===== src/rtl/glitch_sequencer.sv =====
// rtl/glitch_sequencer.sv - scheduled multi-channel fault injector (arm, trigger, delay, inject)
module glitch_sequencer #(
  parameter int          WIDTH     = 32,
  parameter int          CHANNELS  = 2,
  parameter int          CNT_W     = 16,
  parameter logic [31:0] LFSR_SEED = 32'hACE1_1234
) (
  input  logic                      clk,
  input  logic                      reset,
  input  logic [CHANNELS*WIDTH-1:0] data_in,
  output logic [CHANNELS*WIDTH-1:0] data_out,
  input  logic                      arm,
  input  logic                      trigger,
  input  logic                      abort,
  input  logic [1:0]                cfg_mode,
  input  logic [CHANNELS-1:0]       cfg_chan_mask,
  input  logic [CNT_W-1:0]          cfg_delay,
  input  logic [CNT_W-1:0]          cfg_duration,
  input  logic [WIDTH-1:0]          cfg_pattern,
  output logic                      busy,
  output logic                      glitch_active,
  output logic                      done,
  output logic [7:0]                glitch_count
);

  typedef enum logic [2:0] {
    S_IDLE,
    S_ARMED,
    S_DELAY,
    S_INJECT,
    S_DONE
  } state_t;

  localparam logic [CNT_W-1:0] CNT_ONE = {{(CNT_W-1){1'b0}}, 1'b1};
  localparam logic [31:0]      TAPS    = 32'h8020_0003;

  state_t               state, state_nx;
  logic [CNT_W-1:0]     cnt, cnt_nx;
  logic [1:0]           sh_mode;
  logic [CHANNELS-1:0]  sh_mask;
  logic [CNT_W-1:0]     sh_delay;
  logic [CNT_W-1:0]     sh_duration;
  logic [WIDTH-1:0]     sh_pattern;
  logic [31:0]          lfsr;
  logic [CNT_W-1:0]     dur_m1;

  // A zero duration still produces a single glitched cycle.
  assign dur_m1 = (sh_duration == '0) ? '0 : sh_duration - CNT_ONE;

  always_ff @(posedge clk) begin
    if (reset) begin
      state        <= S_IDLE;
      cnt          <= '0;
      sh_mode      <= '0;
      sh_mask      <= '0;
      sh_delay     <= '0;
      sh_duration  <= '0;
      sh_pattern   <= '0;
      lfsr         <= LFSR_SEED;
      glitch_count <= '0;
    end else begin
      state <= state_nx;
      cnt   <= cnt_nx;
      if (state == S_IDLE && arm) begin
        sh_mode     <= cfg_mode;
        sh_mask     <= cfg_chan_mask;
        sh_delay    <= cfg_delay;
        sh_duration <= cfg_duration;
        sh_pattern  <= cfg_pattern;
      end
      lfsr <= {1'b0, lfsr[31:1]} ^ (lfsr[0] ? TAPS : 32'h0);
      if (state == S_DONE && glitch_count != 8'hFF)
        glitch_count <= glitch_count + 8'd1;
    end
  end

  always_comb begin
    state_nx = state;
    cnt_nx   = cnt;
    case (state)
      S_IDLE: begin
        if (arm) state_nx = S_ARMED;
      end
      S_ARMED: begin
        if (abort) begin
          state_nx = S_IDLE;
        end else if (trigger) begin
          cnt_nx   = sh_delay;
          state_nx = S_DELAY;
        end
      end
      S_DELAY: begin
        if (abort) begin
          state_nx = S_IDLE;
        end else if (cnt == '0) begin
          cnt_nx   = dur_m1;
          state_nx = S_INJECT;
        end else begin
          cnt_nx = cnt - CNT_ONE;
        end
      end
      S_INJECT: begin
        if (abort)            state_nx = S_IDLE;
        else if (cnt == '0)   state_nx = S_DONE;
        else                  cnt_nx   = cnt - CNT_ONE;
      end
      S_DONE:  state_nx = S_IDLE;
      default: state_nx = S_IDLE;
    endcase
  end

  assign busy          = (state != S_IDLE);
  assign glitch_active = (state == S_INJECT);
  assign done          = (state == S_DONE);

  for (genvar c = 0; c < CHANNELS; c++) begin : g_ch
    logic [WIDTH-1:0] rnd;
    logic [WIDTH-1:0] din;
    logic [WIDTH-1:0] dout;

    // Each channel sees the LFSR rotated by a further byte.
    for (genvar i = 0; i < WIDTH; i++) begin : g_bit
      assign rnd[i] = lfsr[(i + 8 * c) % 32];
    end

    assign din = data_in[c*WIDTH +: WIDTH];

    always_comb begin
      dout = din;
      if (glitch_active && sh_mask[c]) begin
        case (sh_mode)
          2'd0:    dout = sh_pattern;
          2'd1:    dout = din ^ sh_pattern;
          2'd2:    dout = rnd;
          default: dout = din ^ (rnd & sh_pattern);
        endcase
      end
    end

    assign data_out[c*WIDTH +: WIDTH] = dout;
  end

endmodule


===== config.mk =====
export PLATFORM = sky130hd
export DESIGN_NAME = glitch_sequencer
export DESIGN_NICKNAME = d
export VERILOG_FILES = /design/src/rtl/glitch_sequencer.sv
export SDC_FILE = /design/constraint.sdc
export NUM_CORES = 1
export LEC_CHECK = 0
export BUFFER_PORTS_ARGS = -buffer_cell sky130_fd_sc_hd__clkbuf_2
export CAP_MARGIN = 25
export CORE_MARGIN = 2
export CORE_UTILIZATION = 59
export CTS_CLUSTER_DIAMETER = 120
export CTS_CLUSTER_SIZE = 14
export DETAILED_ROUTE_END_ITERATION = 6
export PLACE_DENSITY = 0.87
export SLEW_MARGIN = 10
export SYNTH_ARGS = -nofsm -noshare
export SYNTH_HDL_FRONTEND = slang
export SYNTH_SLANG_ARGS = --single-unit

===== constraint.sdc =====
create_clock -name clk -period 7.1 [get_ports clk]
set_clock_uncertainty 0.2 [all_clocks]
set_input_delay 1.775 -clock clk [delete_from_list [all_inputs] [get_ports clk]]
set_output_delay 1.775 -clock clk [all_outputs]
set_load 0.01 [all_outputs]

**Word-level counts from Yosys, hierarchy flattened**

Index checks and enable logic that the tools add are counted.

- Register bits: 127
- Input bits: 137
- Output and inout bits: 75
- Word-level logic and storage cells: 68

- Eq/ne operators: 16
- Bitwise logic cells: 7
- Muxes and demuxes: 21
- Add/subtract/negate cells: 3
- Reduce and logical (&&, ||, !) cells: 12

Operator list:

| cell | number |
|---|---|
| $pmux 32 s3 | 2 |
| $xor 32x32->32 | 4 |
| $mux 16 | 7 |
| $mux 32 | 3 |
| $and 32x32->32 | 2 |
| $pmux 16 s3 | 1 |
| $logic_not 16->1 | 2 |
| $sub 16x1->16 const B | 2 |
| $xor 31x32->32 | 1 |
| $mux 3 | 7 |
| $ne 2x2->1 const B | 6 |
| $pmux 3 s4 | 1 |
| $add 8x1->8 const B | 1 |
| $ne 8x8->1 const B | 1 |
| $eq 3x2->1 const B | 2 |
| $ne 3x3->1 const B | 2 |
| $reduce_and 6->1 | 1 |
| $reduce_bool 3->1 | 2 |
| $logic_and 1x1->1 | 4 |
| $reduce_and 4->1 | 1 |
| $eq 3x1->1 const B | 1 |
| $eq 3x3->1 const B | 1 |
| $logic_not 3->1 | 1 |
| $ne 3x2->1 const B | 1 |
| 3 further kinds | 3 |

**Longest topological paths before layout**

- Word-level depth: 5
- Mapped depth: 10
- Gate-level depth less buffers: 8

**Least setup slack after synthesis**

Ideal clock, no wire load.

- Path type: input to output
- From: in data_in[26]
- To: out data_out[26]
- Cell stages on the path: 4
- Path slack: 2746 ps
- Path buffers: 0
- Data required time: 5125 ps
- Arrival: 2379 ps
- Path through: mux2_2 o22ai_1 nand2_1 nand3_1

- Word-level cells in the longest chain between the ends: 3
- Elaborated cells on any way between the ends: 4
- Those cells by class: 2 x mux; 2 x bitwise

Ends and longest elaborated chain:

| element | line | source |
|---|---|---|
| start, declared | 10 | `input logic [CHANNELS*WIDTH-1:0] data_in,` |
| $xor 32x32->32 (on tied branches) | 135, 133 |  |
| $pmux 32 s3 | 131 | `case (sh_mode)` |
| $mux 32 * | 130 | `if (glitch_active && sh_mask[c]) begin` |
| end, declared | 11 | `output logic [CHANNELS*WIDTH-1:0] data_out,` |

Every way passes the cells marked *; elsewhere a longest branch is shown, timed or not.

**Worst setup path after layout**

- From: reg state[1]
- To: out data_out[43]

- Word-level cells in the longest chain between the ends: 3

Ends and longest elaborated chain:

| element | line | source |
|---|---|---|
| start, declared | 37 | `state_t state, state_nx;` |
| start signal, assigned | 62 | `state <= state_nx;` |
| $eq 3x2->1 | 113 | `assign glitch_active = (state == S_INJECT);` |
| $logic_and 1x1->1 | 130 |  |
| $mux 32 | 130 |  |

Every way passes these cells.

==> impl_metrics.toml <==
[layout]
instances_no_fill = 1645
area_delta_synth_final_pct = 17.03
final_area_sq_um = 10540
layout.nets = 1588
final_common_cell = "nand2_1"
final_core_util_pct = 70.13
final_cell_mix = "345 x nand2_1, 210 x clkbuf_2, 134 x o21ai_0, 125 x dfxtp_1, 77 x a21oi_1"
drive_gt1_share_pct = 23.54
insertedDiodeCount = 0

[die]
core-area_sq_um = 15030
io_pins = 212
die-area_sq_um = 16270
rows = 45
start_util_pct = 59.93
die_w_um = 127.6
die_h_um = 127.6

[critical_path]
worstSetupPathType = "flip-flop to output port"
crit_end = "data_out[43]"
cp_num_buf_inv = 2
cpPeakStageDelay_ns = 0.61
cp_data_required_time_ns = 5.12
path_depth = 8
endpoint_kind = "output port"
critPathLaunch = "state[1]"
r2r_cells = 5
cp.arrival_ns = 3.31
slowest_stage = "nand3_2"
worstSetupStartpointType = "flip-flop"
crit_path_max_fanout = 34
r2r-end = "sh_duration[10]"
crit_chain = "nor2b_1, nand3_2, buf_4, mux2_2, o22ai_1, nand2_1, nand3_1, clkbuf_2"
r2r_start = "state[0]"
timing.reg2reg.setup_slack_ns = 4.48
cp_top_family = "simple AND/OR/NAND/NOR gates"

[drt]
vias = 10070
antenna_left = 0
wl_per_cell_um = 16.67
vias_per_cell = 6.124
drc = 0
drt_wl_total_mm = 27.42
drt-initial-drc-count = 1251
firstDrtPassIters = 6

[clock_tree]
hold_buffers = 0
postCtsSetupBuffers = 0
cts_buffers = 17
htreeDepth = 4
clk_pin_slew_worst_paths_ns = 0.05
cts_sinks = 127
cts_root_buffer = "clkbuf_16"
cts_tree = "yes"
clkLatencyLatePin_ns = 0.43
cts_max_path_buffers = 2
cts_resized = 0

[timing]
period_share_pct = 74.49
clock.fmax_mhz = 189.1
worstMarginPinSlew_ns = 0.9407
fin_crit_ns = 5.289
timing.hold.ws_ns = 0.2569
drv_slew = 0
rsz0062_at_grt = "false"
finalSetupTns_ns = 0
maxSlewHeadroom_pct = 37.29
worst_slack_ns = 1.811
setup_violations = 0
finalHoldViolations = 0

[yosys]
syn-instance-count = 1310
synth.distinct_cells = 51
netlist_area_sq_um = 9009
ys_seq_area_share_pct = 28.22
synth_fp_nets = 1452
syn_avg_cell_area_sq_um = 6.877
yosysWarnings = 0
synth_seq_cells = 127

[power_and_ir_drop]
p_leak_nw = 4.095
ir_worst_vdd_mv = 0.1601
p_total_mw = 2.099
powerDensity_nw_per_um2 = 199.1

[placed_design]
place_inst = 1614
gp_congestion = 0.9542
io_buffers = 211
dp_hpwl_mm = 19.17
place_ws_ns = 2.270
placed_area_sq_um = 9998

[hold_path]
hold_depth = 2
hold_path.class = "flip-flop to flip-flop"

[grt]
grt_pass1_vias = 8851
grt_max_degree = 99
antenna_found_initial = 0
overflow = 0
grt_usage_pct = 33.22
grt_pass1_wl_mm = 43.92

[job]
maxCapViolCount = 0

[status]
status = "complete, no violations"
==> worst min-delay path by stage <==
| stage | startpoint | end | slack [ns] |
|---|---|---|---|
| 2_1_floorplan | sh_delay[0] | sh_delay[0] | 0.24 |
| 3_3_place_gp | sh_delay[6] | sh_delay[6] | 0.24 |
| 3_5_place_dp | sh_delay[1] | sh_delay[1] | 0.25 |
| 4_1_cts | sh_delay[1] | sh_delay[1] | 0.26 |
| 5_1_grt | sh_delay[1] | sh_delay[1] | 0.28 |
| 6_report | sh_delay[1] | sh_delay[1] | 0.26 |
==> registers in the layout (all words and copies together) (netlist names) <==
signal        flops
sh_mode           2
glitch_count      8
sh_delay         16
cnt              16
sh_duration      16
g_ch.rnd         32
state             3
sh_mask           2
sh_pattern       32
==> synthesized netlist by cell type, drive strengths merged <==
cell type | n | area share [%]
nor4b | 2 | 0.33
or2 | 12 | 0.83
nor3 | 19 | 1.2
o21a | 1 | 0.083
nor2b | 50 | 3.5
nand4 | 5 | 0.35
and4 | 2 | 0.19
or3 | 5 | 0.40
inv | 8 | 0.33
and3 | 3 | 0.21
a221oi | 13 | 1.3
clkbuf | 93 | 3.9
dfxtp | 127 | 28
and2 | 2 | 0.14
a2bb2oi | 1 | 0.097
xor2 | 13 | 1.3
o221ai | 1 | 0.097
nand2 | 347 | 14
buf | 12 | 0.61
nor2 | 43 | 1.8
a22oi | 3 | 0.25
a31oi | 2 | 0.14
or3b | 1 | 0.097
nand3b | 64 | 5.3
nor3b | 3 | 0.25
o21ai | 135 | 7.5
ha | 5 | 0.69
a211oi | 6 | 0.56
xnor2 | 22 | 2.1
nand3 | 72 | 4.0
nor4 | 11 | 1.1
or4 | 5 | 0.50
a311oi | 4 | 0.46
a21o | 1 | 0.083
o22ai | 67 | 4.7
a21oi | 78 | 4.3
nand2b | 4 | 0.28
mux2 | 65 | 8.1
o31ai | 3 | 0.25
==> worst register-to-register path, delay by kind of cell (launching register included) <==
family	cells	cell delay (ns)
compound gates	1	0.14
flops	1	0.49
buf+inv	1	0.48
simple gates	3	1.24
==> area by class of cell <==
cell class	instances	area [sq um]
Multi-Input combinational cell	1070	6050
Fill cell	1340	4491
Sequential cell	127	2550
Timing Repair Buffer	222	1145
Clock buffer	24	473.0
Tap cell	188	235.2
Clock inverter	6	60.06
Inverter	8	30.03
==> logic make-up after synthesis <==
logic type                 Yosys count  synth area share, %
AOI/OAI and AO/OA                  315                19.76
xor gates and xnor gates            35                3.403
adders and majority gates            5               0.6944
buffers and inverters              113                4.819
DFF                                127                28.22
muxes                               65                8.125
and+or+nand+nor                    650                34.97
==> per-layer routing <==
metal  global-route usage, %  share of wire [%]
met1                   43.52                 41
met2                   54.86                 47
met5                       0                  0
met3                   5.151                8.3
met4                   13.51                2.9
==> power by group <==
| part | internal, mW | switching, mW |
|---|---|---|
| Clock | 0.495 | 0.310 |
| Combinational | 0.209 | 0.253 |
| Sequential | 0.757 | 0.0750 |
No activity file was read; power rests on OpenSTA's default activity.
